==> src/rtl/seg_scan_driver.sv <==
// seg_scan_driver: scans two 2-digit BCD counts onto a 4-digit multiplexed
// 7-segment display. The counts are snapshotted at the start of every frame
// so one frame never shows a mix of old and new values. All outputs are
// stored in their physical polarity (logical value XOR COMMON_ANODE).
module seg_scan_driver #(
    parameter logic [15:0] SCAN_DIV     = 16'd100,
    parameter logic        COMMON_ANODE = 1'b0,
    parameter logic        BLANK_LZ     = 1'b1
) (
    input  logic       clk,
    input  logic       rst_n,
    input  logic       ena_n,
    input  logic [7:0] cnt_for_TT,
    input  logic [7:0] cnt_for_RC,
    output logic [6:0] seg,
    output logic       dp,
    output logic [3:0] dig_sel,
    output logic       frame_done
);

    localparam logic [6:0] SEG_OFF = {7{COMMON_ANODE}};
    localparam logic [3:0] DIG_OFF = {4{COMMON_ANODE}};

    // BCD nibble to logical segment pattern {g,f,e,d,c,b,a}; non-BCD shows '-'
    function automatic logic [6:0] bcd_to_seg(input logic [3:0] nib);
        logic [6:0] pat;
        case (nib)
            4'd0:    pat = 7'h3F;
            4'd1:    pat = 7'h06;
            4'd2:    pat = 7'h5B;
            4'd3:    pat = 7'h4F;
            4'd4:    pat = 7'h66;
            4'd5:    pat = 7'h6D;
            4'd6:    pat = 7'h7D;
            4'd7:    pat = 7'h07;
            4'd8:    pat = 7'h7F;
            4'd9:    pat = 7'h6F;
            default: pat = 7'h40;
        endcase
        return pat;
    endfunction

    logic [15:0] prescaler;
    logic [1:0]  idx;
    logic [7:0]  snap_tt;
    logic [7:0]  snap_rc;

    logic        tick;
    logic [1:0]  idx_nxt;
    logic [7:0]  src_tt;
    logic [7:0]  src_rc;
    logic [3:0]  nib_p0;
    logic [6:0]  seg_p0;
    logic [3:0]  dig_p0;

    // The decimal point is never used; hold it at its physical "off" level.
    assign dp = COMMON_ANODE;

    // Stage 0: pick the digit for the next slot and decode it. On the frame
    // boundary the live inputs are used, since they are what gets snapshotted.
    always_comb begin
        tick    = (prescaler == (SCAN_DIV - 16'd1)) && !ena_n;
        idx_nxt = idx + 2'd1;
        src_tt  = (idx == 2'd3) ? cnt_for_TT : snap_tt;
        src_rc  = (idx == 2'd3) ? cnt_for_RC : snap_rc;
        nib_p0  = src_tt[3:0];
        case (idx_nxt)
            2'd0:    nib_p0 = src_tt[3:0];
            2'd1:    nib_p0 = src_tt[7:4];
            2'd2:    nib_p0 = src_rc[3:0];
            default: nib_p0 = src_rc[7:4];
        endcase
        seg_p0 = bcd_to_seg(nib_p0);
        // Odd slots are tens digits; a zero tens digit is blanked but stays selected.
        if (BLANK_LZ && idx_nxt[0] && (nib_p0 == 4'd0)) begin
            seg_p0 = 7'h00;
        end
        dig_p0 = 4'b0001 << idx_nxt;
    end

    // Stage 1: prescaler, slot index, frame snapshot and registered outputs.
    always_ff @(posedge clk or negedge rst_n) begin
        if (!rst_n) begin
            prescaler  <= 16'd0;
            idx        <= 2'd3;
            snap_tt    <= 8'h00;
            snap_rc    <= 8'h00;
            seg        <= SEG_OFF;
            dig_sel    <= DIG_OFF;
            frame_done <= COMMON_ANODE;
        end else if (ena_n) begin
            prescaler  <= 16'd0;
            idx        <= 2'd3;
            seg        <= SEG_OFF;
            dig_sel    <= DIG_OFF;
            frame_done <= COMMON_ANODE;
        end else begin
            frame_done <= COMMON_ANODE;
            if (tick) begin
                prescaler <= 16'd0;
                idx       <= idx_nxt;
                seg       <= seg_p0 ^ SEG_OFF;
                dig_sel   <= dig_p0 ^ DIG_OFF;
                if (idx == 2'd3) begin
                    snap_tt    <= cnt_for_TT;
                    snap_rc    <= cnt_for_RC;
                    frame_done <= !COMMON_ANODE;
                end
            end else begin
                prescaler <= prescaler + 16'd1;
            end
        end
    end

endmodule

==> config.mk <==
export PLATFORM = sky130hd
export DESIGN_NAME = seg_scan_driver
export DESIGN_NICKNAME = d
export VERILOG_FILES = /design/src/rtl/seg_scan_driver.sv
export SDC_FILE = /design/constraint.sdc
export NUM_CORES = 1
export LEC_CHECK = 0
export CAP_MARGIN = 10
export CORE_ASPECT_RATIO = 1.2
export CORE_UTILIZATION = 54
export CTS_CLUSTER_SIZE = 10
export DETAILED_ROUTE_END_ITERATION = 7
export GPL_ROUTABILITY_DRIVEN = 0
export PLACE_DENSITY = 0.8
export SLEW_MARGIN = 0
export SYNTH_ARGS = -nofsm -noshare
export SYNTH_HDL_FRONTEND = slang
export SYNTH_SLANG_ARGS = --single-unit
==> constraint.sdc <==
create_clock -name clk -period 3.2 [get_ports clk]
set_input_delay 0.32 -clock clk [delete_from_list [all_inputs] [get_ports clk]]
set_output_delay 0.32 -clock clk [all_outputs]
set_load 0.02 [all_outputs]
[After elaboration in Yosys (flattened, before gate mapping)]
Memories as Yosys holds them, arrays and structs flattened.
Cells that the tools add are included.
Storage, ports and cells
  bits in registers: 46
  bits in read-only memories: 112
  bits of input ports: 19
  memories: 1
Memory list
  (name not given): words 16, bits a word 7, read ports 1, clocked after memory_dff 0, wr ports 0, line 27  | case (nib)
Operators by class
  add/subtract/negate cells: 2
  equality and inequality tests: 4
  shift operators: 1
  muxes and demuxes: 15
  bitwise logic cells: 1
  reductions and logical operators: 7
Operators with widths (count)
  $mux 16: 2
  $mux 7: 3
  $add 16x1->16 const B: 1
  $eq 16x7->1 const B: 1
  $mux 8: 2
  $pmux 4 s3: 1
  $mux 4: 2
  $eq 2x2->1 const B: 2
  $logic_not 4->1: 1
  $mux 2: 2
  $shl 1x2->4 const A: 1
  $mux 1: 3
  $add 2x1->2 const B: 1
  $eq 2x1->1 const B: 1
  $logic_and 1x1->1: 2
  $logic_not 2->1: 1
  $reduce_and 2->1: 1
  $reduce_bool 2->1: 1
  $logic_not 1->1: 1
  $not 1->1: 1

[Logic depth before layout (Yosys ltp)]
Gate-level depths: netlist of run 1.
  word-level depth: 8
  depth in mapped cells: 13
  mapped depth without buffers: 12

[Least setup slack after synthesis of run 1]
No wires, ideal clock.
  path type: flip-flop to flip-flop
  from: register idx[0]
  to: register seg[0]
  setup time: 0.122 ns
  arrival: 2.677 ns
  data required time: 3.078 ns
  path slack: 0.401 ns
  stages on the path, launching flop included: 13
  buffers on the path: 1
  clock period less this slack: 2.799 ns
  cell sequence: dfstp_2 > ha_1 > buf_6 > mux2_2 > a22o_1 > or2_2 > inv_1 > ha_1 > inv_1 > nor2_1 > nand3_1 > mux2_4 > a32o_1
On the way
  longest elaborated chain between the ends: 8
  elaborated cells on any way between the ends: 14
  those cells by class: 1 x add/sub; 3 x eq/ne; 6 x mux; 3 x reduce/logical; 1 x memory
RTL lines
  start: declaration: line 44  | logic [1:0] idx;
  start signal: assignment: line 101  | idx <= idx_nxt;
  parallel branches: the longest is 5 deep, another holds $mem_v2 16x7
  $mux 7 *: line 75  | if (BLANK_LZ && idx_nxt[0] && (nib_p0 == 4'd0)) begin
  $mux 7 *: line 99  | if (tick) begin
  $mux 7 *: line 91  | end else if (ena_n) begin
  end signal: assignment: line 102  | seg <= seg_p0 ^ SEG_OFF;
  end: declaration: line 15  | output logic [6:0] seg,
Mark *: on every way between the ends. The select of a mux whose other input is x is not followed.
A chain may end at the register's enable or synchronous reset.

[Final worst setup path of run 1]
  from: register idx[0]
  to: register seg[2]
Same word-level chain as after synthesis.

==> results.json, run 1 <==
{
  "number_of_antenna_violations_at_the_first_check_in_global_routing": 0,
  "peak_supply_drop_mv": 0.363,
  "fin_ws_ns": 0.171,
  "worst_clock_skew_ns": 0.00537,
  "yosysWarnings": 0,
  "async_reset_ff_frac": 1.00,
  "synth-seq-area-share": 0.445,
  "grt_max_degree": 43,
  "leading_area_contributor_after_synthesis": "sky130_fd_sc_hd__dfrtp_1",
  "wl_per_cell_um": 15.6,
  "clkSlewWorstSetupHoldPaths_ns": 0.08,
  "worst_setup_path_end_kind": "register",
  "share_of_yosys_cell_area_claimed_by_the_top_area_cell_type": 0.423,
  "post_route_cells_drive_above_1_share": 0.171,
  "vias": 1728,
  "setup.worst_path.start_class": "register",
  "place_hpwl_mm": 3.44,
  "drt_drc": 0,
  "finalNetCount": 281,
  "path_class": "register to register",
  "all_layer_gr_usage": 0.229,
  "io_buf_count": 30,
  "syn_avg_cell_area_um2": 10.8,
  "final-max-slew-violation-count": 0,
  "cts_root_buffer": "sky130_fd_sc_hd__clkbuf_8",
  "initial_core_util": 0.560,
  "top_layer": "met4",
  "finalWirelength_mm": 4.79,
  "design.core.area_um2": 4230,
  "clock_sinks": 42,
  "postLayoutCoreUtil": 0.672,
  "max-clock-path-buffers": 2,
  "worst_slew_pin_slew_ns": 0.929,
  "wl_met1_mm": 1.95,
  "first_iter_violations": 94,
  "die-width_um": 62.4,
  "row_count": 26,
  "timing.critical_path.fanout_max": 14,
  "grt_pass1_wl_mm": 8.17,
  "final_hold_viol_count": 0,
  "p_leak_uw": 0.00130,
  "synth_enable_flop_cells": 0,
  "crit_path_cell_trace": "ha_2 -> buf_6 -> mux2_4 -> a221o_1 -> inv_1 -> ha_1 -> inv_1 -> nor2_1 -> nand3_1 -> mux2_4 -> a32o_1",
  "met2RoutedLength_mm": 2.63,
  "number_of_inserted_diodes": 0,
  "design.die.area_um2": 4650,
  "worst_slew_margin_rel": 0.381,
  "post-route-period-util": 0.946,
  "finalCriticalPeriod_ns": 3.03,
  "timing.max_cap.violations": 0,
  "postRouteAntennaNets": 0,
  "setup_violations": 0,
  "synth_cell_type_count": 43,
  "outcome": "complete, no violations",
  "synth_nets": 250,
  "routed_via_density": 5.63,
  "synth_area_leaders": "sky130_fd_sc_hd__dfrtp_1 42%, sky130_fd_sc_hd__mux2_2 8.1%, sky130_fd_sc_hd__ha_1 6.3%",
  "numCtsBuffers": 5,
  "routed-wl-met3_um": 117,
  "globalRouteOverflowTotal": 0,
  "min_path_type": "input port to async pin",
  "required_time_of_the_critical_path_ns": 3.39,
  "first_global_vias": 1805,
  "worst_path_largest_cell_delay_ns": 0.58,
  "synth-seq-cells": 42,
  "placement.setup.worst_slack_ns": 0.106,
  "clock.fmax_mhz": 330,
  "cp_slowest_cell": "sky130_fd_sc_hd__dfstp_2",
  "htreeDepth": 2,
  "top_level_ports": 32,
  "detail_route.first_pass.iterations": 6,
  "cts_setup_buffers": 0,
  "growth_of_design_area_from_synthesis_to_finish_pct": 20.1,
  "syn_inst": 219,
  "total_power_uw": 1130,
  "power_density_over_the_cells_nw_per_um2": 399,
  "worst-endpoint-arrival_ns": 3.21,
  "whs_ns": 0.147,
  "synth.cell_area_um2": 2370,
  "die_h_um": 74.5,
  "num-fill-cells": 343,
  "worst_skew_pair.late_latency_ns": 0.29,
  "tritoncts": "yes",
  "dominantRegCellSynth": "sky130_fd_sc_hd__dfrtp_1"
}
-- Yosys cell counts, drive strengths merged (2+ instances only) --
master	instances
nand2	9
a22o	2
nand2b	2
nand4	3
a21oi	6
o211ai	4
nor4	4
or3	2
mux2	21
xnor2	10
nor2b	5
clkbuf	2
or2	2
dfrtp	40
dfstp	2
nor3	4
nor2	23
a311oi	5
a21o	4
inv	14
o21ai	3
a32o	5
mux2i	3
ha	12
nand3	8
xor2	3
buf	8
-- flip-flops by register name, summed over array words and instances, names as in the netlist --
signal and cells:
frame_done 1, dig_sel 4, snap_tt 4, snap_rc 8, idx 2, prescaler 16
seg 7
-- cells by family (layout without fill, tap and decap cells) --
family,Yosys count,after routing,synth area share
AOI/OAI and AO/OA,37,37,0.134
muxes,24,24,0.119
and+or+nand+nor,66,66,0.138
DFF,42,42,0.445
xor gates and xnor gates,13,13,0.0481
adders and majority gates,12,12,0.0634
buffers and inverters,24,56,0.0507
other,1,1,0.00158
-- final cells by class --
class | count | area, um2 | share of cell area
clock buffers | 6 | 82.6 | 0.0290
clock inverters | 2 | 60.1 | 0.0211
inverters | 14 | 52.6 | 0.0185
multi-input cells | 153 | 1200 | 0.421
flip-flops and latches | 42 | 1050 | 0.370
well taps | 56 | 70.1 | 0.0246
repair buffers | 34 | 329 | 0.116
-- routing by layer --
layer  global-route usage  vias up
li1                     -      831
met1                0.252      857
met2                0.429       30
met3               0.0506       10
met4               0.0982        0
met5                    0        -
-- final timing paths --
path                       startpoint           end  slack, ns  cells past startpoint
max reg2reg                    idx[0]        seg[2]       0.17                     11
max in group asynchronous       rst_n    snap_rc[6]       2.46                      1
min                             rst_n  prescaler[9]       0.15                      1
max                            idx[0]        seg[2]       0.17                     11
min reg2reg                    seg[1]        seg[1]       0.50                      1
min in group clk               seg[1]        seg[1]       0.50                      1
-- worst max-delay path: cells and delay by family (launching register included) --
| family | cells | cell delay [ns] |
|---|---|---|
| multiplexers | 2 | 0.62 |
| buffers and inverters | 3 | 0.40 |
| AO/OA/AOI/OAI | 2 | 0.65 |
| AND/OR/NAND/NOR | 2 | 0.24 |
| adder cells (fa/ha/maj) | 2 | 0.43 |
| flip-flops | 1 | 0.58 |
-- report_power, final --
group / leakage (uW) / total, uW / internal, uW / switching [uW]
clock network: 0.0000714 / 513 / 333 / 180
logic: 0.000647 / 83.9 / 39.6 / 44.3
registers: 0.000578 / 537 / 533 / 4.02
-- placed cells by master (no fill, tap or decap), types with 2 or more instances in the layout --
| cell | synthesis | layout |
|---|---|---|
| sky130_fd_sc_hd__mux2_2 | 17 | 17 |
| sky130_fd_sc_hd__a21oi_1 | 6 | 6 |
| sky130_fd_sc_hd__buf_4 | 3 | 3 |
| sky130_fd_sc_hd__clkdlybuf4s50_1 | 0 | 29 |
| sky130_fd_sc_hd__nor2b_1 | 5 | 5 |
| sky130_fd_sc_hd__a32o_1 | 5 | 5 |
| sky130_fd_sc_hd__nor4_1 | 4 | 4 |
| sky130_fd_sc_hd__or3_1 | 2 | 2 |
| sky130_fd_sc_hd__clkbuf_8 | 0 | 6 |
| sky130_fd_sc_hd__o21ai_0 | 3 | 3 |
| sky130_fd_sc_hd__nand2b_1 | 2 | 2 |
| sky130_fd_sc_hd__nand3_1 | 8 | 8 |
| sky130_fd_sc_hd__ha_1 | 12 | 11 |
| sky130_fd_sc_hd__xor2_1 | 3 | 3 |
| sky130_fd_sc_hd__o211ai_1 | 4 | 4 |
| sky130_fd_sc_hd__a21o_1 | 4 | 4 |
| sky130_fd_sc_hd__dfstp_2 | 2 | 2 |
| sky130_fd_sc_hd__xnor2_1 | 10 | 10 |
| sky130_fd_sc_hd__bufinv_16 | 0 | 2 |
| sky130_fd_sc_hd__nor2_1 | 23 | 23 |
| sky130_fd_sc_hd__inv_1 | 14 | 14 |
| sky130_fd_sc_hd__nand4_1 | 3 | 3 |
| sky130_fd_sc_hd__nand2_1 | 9 | 9 |
| sky130_fd_sc_hd__dfrtp_1 | 40 | 40 |
| sky130_fd_sc_hd__a22o_1 | 2 | 2 |
| sky130_fd_sc_hd__a311oi_1 | 5 | 5 |
| sky130_fd_sc_hd__nor3_1 | 4 | 4 |
| sky130_fd_sc_hd__mux2_4 | 4 | 4 |
| sky130_fd_sc_hd__or2_2 | 2 | 2 |
| sky130_fd_sc_hd__mux2i_1 | 3 | 3 |
-- stage by stage --
stage | instance area, um2 | TNS, ns | cells
floorplan | 2370 | 0 | 219
finish | 2840 | 0 | 307
global placement | 2700 | 0 | 299
detailed placement | 2700 | 0 | 299
global route | 2840 | -0.0150 | 307
CTS | 2840 | 0 | 307
-- repair_timing --
item / in CTS / in global routing
gates resized for setup: 0 / 2
endpoints found under the setup margin: 0 / 5
hold buffers: 0 / 0
Note: power is estimated with default switching activity, not from simulation.
==> run 2, diff against run 1 <==
--- a/config.mk
+++ b/config.mk
@@ -5,6 +5,7 @@
 export SDC_FILE = /design/constraint.sdc
 export NUM_CORES = 1
 export LEC_CHECK = 0
+export ABC_CLOCK_PERIOD_IN_PS = 3200
 export CAP_MARGIN = 10
 export CORE_ASPECT_RATIO = 1.2
 export CORE_UTILIZATION = 54
==> results of run 2 <==
Same layout as run 1: the final DEF is identical, and so are final timing and power.
==> run 3, diff against run 2 <==
--- a/config.mk
+++ b/config.mk
@@ -8,10 +8,12 @@
 export ABC_CLOCK_PERIOD_IN_PS = 3200
 export CAP_MARGIN = 10
 export CORE_ASPECT_RATIO = 1.2
+export CORE_MARGIN = 4
 export CORE_UTILIZATION = 54
 export CTS_CLUSTER_SIZE = 10
 export DETAILED_ROUTE_END_ITERATION = 7
 export GPL_ROUTABILITY_DRIVEN = 0
+export GPL_TIMING_DRIVEN = 0
 export PLACE_DENSITY = 0.8
 export SLEW_MARGIN = 0
 export SYNTH_ARGS = -nofsm -noshare
==> run 3 against run 2 <==
  * Cell count grew 2.6%
  * Sequential power is essentially flat
  * First-iteration DRC count grew 6.4%
  * Clock power shrank 19%
  * Register-to-register slack lost 0.02 ns
  * Critical endpoint is now seg[5]
  * Largest power group unchanged
==> results.json, run 3 (same netlist as run 1, synthesis figures left out) <==
{
  "timing.critical_path.fanout_max": 9,
  "htreeDepth": 2,
  "grt_max_degree": 24,
  "cp_slowest_cell": "sky130_fd_sc_hd__dfstp_2",
  "num-fill-cells": 345,
  "worst-endpoint-arrival_ns": 3.24,
  "largest-register": "prescaler",
  "worst_skew_pair.late_latency_ns": 0.29,
  "setup-tns-final_ns": 0,
  "io_buf_count": 30,
  "clock.fmax_mhz": 328,
  "reg2regPathDepth": 12,
  "row_count": 26,
  "setup_violations": 0,
  "layout.cells.most_common_list": "40 x sky130_fd_sc_hd__dfrtp_1, 29 x sky130_fd_sc_hd__clkdlybuf4s50_1, 23 x sky130_fd_sc_hd__nor2_1",
  "initial_core_util": 0.555,
  "first_iter_violations": 100,
  "final_cell_count_no_fill": 315,
  "peak_supply_drop_mv": 0.278,
  "hold_depth": 1,
  "place_hpwl_mm": 3.45,
  "number_of_inserted_diodes": 0,
  "post-route-period-util": 0.953,
  "clkSlewWorstSetupHoldPaths_ns": 0.08,
  "final_common_cell": "sky130_fd_sc_hd__dfrtp_1",
  "finalCriticalPeriod_ns": 3.05,
  "largest_register_ffs": 16,
  "top_level_ports": 32,
  "postRouteAntennaNets": 0,
  "worst_setup_path_end_kind": "register",
  "detail_route.first_pass.iterations": 5,
  "whs_ns": 0.497,
  "globalRouteOverflowTotal": 0,
  "numCtsBuffers": 5,
  "power_density_over_the_cells_nw_per_um2": 361,
  "design.die.area_um2": 5510,
  "design.core.area_um2": 4260,
  "post_route_cells_drive_above_1_share": 0.181,
  "worst_clock_skew_ns": 0.00489,
  "die-width_um": 68.4,
  "max-clock-path-buffers": 2,
  "all_layer_gr_usage": 0.191,
  "cts_resized": 0,
  "outcome": "complete, no violations",
  "tritoncts": "yes",
  "die_h_um": 80.5,
  "p_leak_uw": 0.00132,
  "final-max-slew-violation-count": 0,
  "growth_of_design_area_from_synthesis_to_finish_pct": 21.6,
  "cts_root_buffer": "sky130_fd_sc_hd__clkbuf_8",
  "finalWirelength_mm": 4.59,
  "routed_via_density": 5.48,
  "number_of_antenna_violations_at_the_first_check_in_global_routing": 0,
  "drt_drc": 0,
  "postLayoutCoreUtil": 0.676,
  "min_path_type": "register to register",
  "post-place-cells": 306,
  "worst_path_largest_cell_delay_ns": 0.58,
  "rsz0062_at_grt": "no",
  "wl_per_cell_um": 14.6,
  "clock_sinks": 42,
  "crit_path_cell_trace": "ha_1 -> buf_6 -> mux2_2 -> a22o_1 -> or2_2 -> inv_1 -> ha_1 -> inv_1 -> nor2_1 -> nand3_1 -> mux2_4 -> a32o_1",
  "first_global_vias": 1838,
  "top_regs": "prescaler x16, snap_rc x8, seg x7",
  "final_hold_viol_count": 0,
  "vias": 1727,
  "multi_input_area_um2": 1190,
  "timing.max_cap.violations": 0,
  "sequential_cell_area_um2": 1050,
  "finalNetCount": 289,
  "setup.worst_path.start_class": "register",
  "required_time_of_the_critical_path_ns": 3.39,
  "path_class": "register to register",
  "grt_pass1_wl_mm": 8.00
}
run 3: worst paths after layout:
check / from / endpoint / slack [ns]
max in group asynchronous: rst_n / idx[1] / 2.14
min in group asynchronous: rst_n / prescaler[8] / 0.51
max reg2reg: idx[1] / seg[5] / 0.15
min: seg[5] / seg[5] / 0.50
min reg2reg: seg[5] / seg[5] / 0.50
max: idx[1] / seg[5] / 0.15
run 3: power by group:
group | total [uW] | internal (uW) | switching [uW] | leakage [uW]
combinational | 89.8 | 45.2 | 44.5 | 0.000686
sequential | 537 | 533 | 3.71 | 0.000578
clock | 413 | 230 | 184 | 0.0000579
total | 1040 | 808 | 232 | 0.00132
run 3: what timing repair did:
item | 4_1_cts | 5_1_grt
endpoints found under the hold margin | 18 | 0
buffers inserted | 0 | 0
hold buffers | 1 | 0
run 3: final cells by class:
type,count,area share
clock inverters,3,0.0139
repair buffers,32,0.116
clock buffers,5,0.0239
plain buffers,10,0.0235
multi-input cells,153,0.415
inverters,14,0.0183
well taps,56,0.0243
flip-flops and latches,42,0.366
run 3: through the flow:
step                      total power (uW)  worst slack [ns]  area (um2)
final                                 1040             0.149        2880
after global routing                  1090           0.00399        2880
after CTS                             1050             0.141        2880
after detailed placement               637             0.174        2760
after global placement                 632             0.190        2740
after floorplan                        589             0.401        2370
run 3: metal layers:
| layer | vias up | global-route usage | wire length [um] |
|---|---|---|---|
| li1 | 851 | - | - |
| met1 | 845 | 0.203 | 1890 |
| met2 | 27 | 0.350 | 2480 |
| met3 | 4 | 0.0490 | 173 |
| met4 | 0 | 0.0716 | 42 |
| met5 | - | 0 | 0 |
run 3: worst max-delay path: cells and delay by family (launching register included):
kind	cells	cell delay [ns]
AO/OA/AOI/OAI	2	0.47
adder cells (fa/ha/maj)	2	0.33
buffers and inverters	3	0.34
flip-flops	1	0.58
multiplexers	2	0.64
AND/OR/NAND/NOR	3	0.58
==> variant, RTL diff (config.mk and constraints of run 1) <==
Register the inputs `ena_n`, `cnt_for_TT` and `cnt_for_RC` before use, without a reset. The logic sees them one clock later.
--- a/src/rtl/seg_scan_driver.sv
+++ b/src/rtl/seg_scan_driver.sv
@@ -21,4 +21,14 @@
     localparam logic [6:0] SEG_OFF = {7{COMMON_ANODE}};
     localparam logic [3:0] DIG_OFF = {4{COMMON_ANODE}};
+
+    logic ena_n_q;
+    logic [7:0] cnt_for_TT_q;
+    logic [7:0] cnt_for_RC_q;
+
+    always_ff @(posedge clk) begin
+        ena_n_q      <= ena_n;
+        cnt_for_TT_q <= cnt_for_TT;
+        cnt_for_RC_q <= cnt_for_RC;
+    end
 
     // BCD nibble to logical segment pattern {g,f,e,d,c,b,a}; non-BCD shows '-'
@@ -60,8 +70,8 @@
     // boundary the live inputs are used, since they are what gets snapshotted.
     always_comb begin
-        tick    = (prescaler == (SCAN_DIV - 16'd1)) && !ena_n;
+        tick    = (prescaler == (SCAN_DIV - 16'd1)) && !ena_n_q;
         idx_nxt = idx + 2'd1;
-        src_tt  = (idx == 2'd3) ? cnt_for_TT : snap_tt;
-        src_rc  = (idx == 2'd3) ? cnt_for_RC : snap_rc;
+        src_tt  = (idx == 2'd3) ? cnt_for_TT_q : snap_tt;
+        src_rc  = (idx == 2'd3) ? cnt_for_RC_q : snap_rc;
         nib_p0  = src_tt[3:0];
         case (idx_nxt)
@@ -89,5 +99,5 @@
             dig_sel    <= DIG_OFF;
             frame_done <= COMMON_ANODE;
-        end else if (ena_n) begin
+        end else if (ena_n_q) begin
             prescaler  <= 16'd0;
             idx        <= 2'd3;
@@ -103,6 +113,6 @@
                 dig_sel   <= dig_p0 ^ DIG_OFF;
                 if (idx == 2'd3) begin
-                    snap_tt    <= cnt_for_TT;
-                    snap_rc    <= cnt_for_RC;
+                    snap_tt    <= cnt_for_TT_q;
+                    snap_rc    <= cnt_for_RC_q;
                     frame_done <= !COMMON_ANODE;
                 end
Formal check against the unedited RTL: same outputs for any inputs over 10 cycles, from zero or initial values and one cycle with rst_n low; that may be too few to reach the edited logic, so the function may still have changed.
==> variant against run 1 <==
Non-clock buffer count is the same; total power up 37%; sequential cell count is 21 higher; fmax grew 1.1%; final cell count rose by 12%; worst setup slack gained 0.033 ns; sequential share of layout area increased by 7.3 points; largest power group unchanged; cell area up 18%; area after synthesis rose by 20%; wire length up 7.8%; critical endpoint is now seg[3]; clock skew rose by 0.0024 ns.
==> variant: results (changes against run 1) <==
Cells after Synth - 242 (+11%)
Synth Area in Adders - 0.05279 (-0.01063)
CTS buffer count - 9 (+4)
Buffering overhead - 0.09662 (-0.01909)
Bufs w/o clock - 34 (unchanged)
Pre-CTS setup slack - 0.2260 ns (+0.1199 ns)
Vias in the first global route - 1,893 (+4.9%)
Status - finished clean
Fin nets - 309 (+10%)
Filler cell count - 401 (+17%)
H-tree levels - 3 (+1)
Antenna violations before repair - 0 (unchanged)
CP arrival - 3.20 ns (about the same)
Leakage power - 0.001592 uW (+23%)
Clk_lat worst skew - 0.34 ns (+0.05 ns)
Non-clk invs - 6 (-8)
Detailed Place HPWL - 3629 um (+5.4%)
Buffers on Ports - 30 (unchanged)
Post-synthesis xor/xnor area fraction - 0.04619 (-0.001903)
Met1 Track Usage GR - 0.2534 (+0.001404)
Placed cell areas - 3177 um^2 (+18%)
Seq area share - 0.4437 (+0.07327)
GRT Overall Usage - 0.2153 (-0.01373)
WL met3 - 226 um (+93%)
Worst Tran Pin Value - 1.015 ns (+0.08587 ns)
Biggest register - prescaler
Met1 wire length - 2237 um (+15%)
Mux contribution to synthesized area - 0.1571 (+0.03814)
Critical path peak fanout - 9 (-5)
Syn Nets - 273 (+9.2%)
Compound-cell area share of the yosys netlist - 0.06247 (-0.07125)
Maximum vdd drop - 0.0003299 V (-9.1%)
Multi-input logic area - 1260 um^2 (+5.3%)
Met2 global-route usage - 0.3490 (-0.07972)
1st-iter DRT viols - 72 (-23%)
Utilization after layout - 0.6721 (about the same)
Post-synthesis sequential area ratio - 0.5253 (+0.08027)
Multi-input gates - 164 (+7.2%)
Post-synth cell types - 41 (-4.7%)
Clk cell area share - 0.05648 (+0.006331)
# clk buffers - 12 (+6)
Proportion of layout cells with a drive suffix above 1 - 0.1060 (-0.06531)
Cell total after placement - 327 (+9.4%)
Post-synth top cells - dfrtp_1, nor2_1, mux2_1
Seq cells - 63 (+50%)
Largest net degree at the start of global routing - 47 (+9.3%)
Wirelength per Cell - 15.06 um (-3.5%)
Max reg flops - 16 (unchanged)
DRT Pass-1 Iters - 5 (-1)
Final non-filler cell total - 343 (+12%)
Met3 Usage GRT - 0.06667 (+0.01605)
Final clock skew - 0.007789 ns (+0.002422 ns)
First-pass GRT wire length - 8542 um (+4.6%)
Synth top area cells - dfrtp_1, dfxtp_1, mux2_1
Fraction of registers with async set/reset - 0.7302 (-0.2698)
Met2 routed WL - 2578 um (-1.8%)
Vias per inst - 5.496 (-2.4%)
Setup TNS - 0 ns (unchanged)
CP max stage delay - 0.61 ns (+0.03 ns)
Post-CTS Setup Inserts - 0 (unchanged)
## variant: cell types whose count changed after synthesis, moves of 5 or more
cell,delta
a311oi_1,-5
a32o_1,-5
dfxtp_1,+17
inv_1,-8
mux2_1,+26
mux2_2,-14
mux2i_1,+6
nor2_1,+10
nor2b_1,-5
o21ai_1,+8
xnor2_1,-5
xor2_1,+7
## variant: final timing paths
path / start / to / slack (ns) / cells past startpoint
hold / removal: rst_n / prescaler[6] / 0.16 / 1
setup reg to reg: idx[0] / seg[3] / 0.20 / 10
max in group asynchronous: rst_n / snap_rc[4] / 2.42 / 1
min in group clk: ena_n / ena_n_q / 0.42 / 1
hold reg to reg: cnt_for_RC_q[6] / snap_rc[6] / 0.48 / 1
setup / recovery: idx[0] / seg[3] / 0.20 / 10
## variant: report_power, final
part / leakage [uW] / switching (uW) / internal [uW]
sequential: 0.000777 / 12.8 / 808
clock: 0.000100 / 281 / 377
combinational: 0.000715 / 38.4 / 36.7
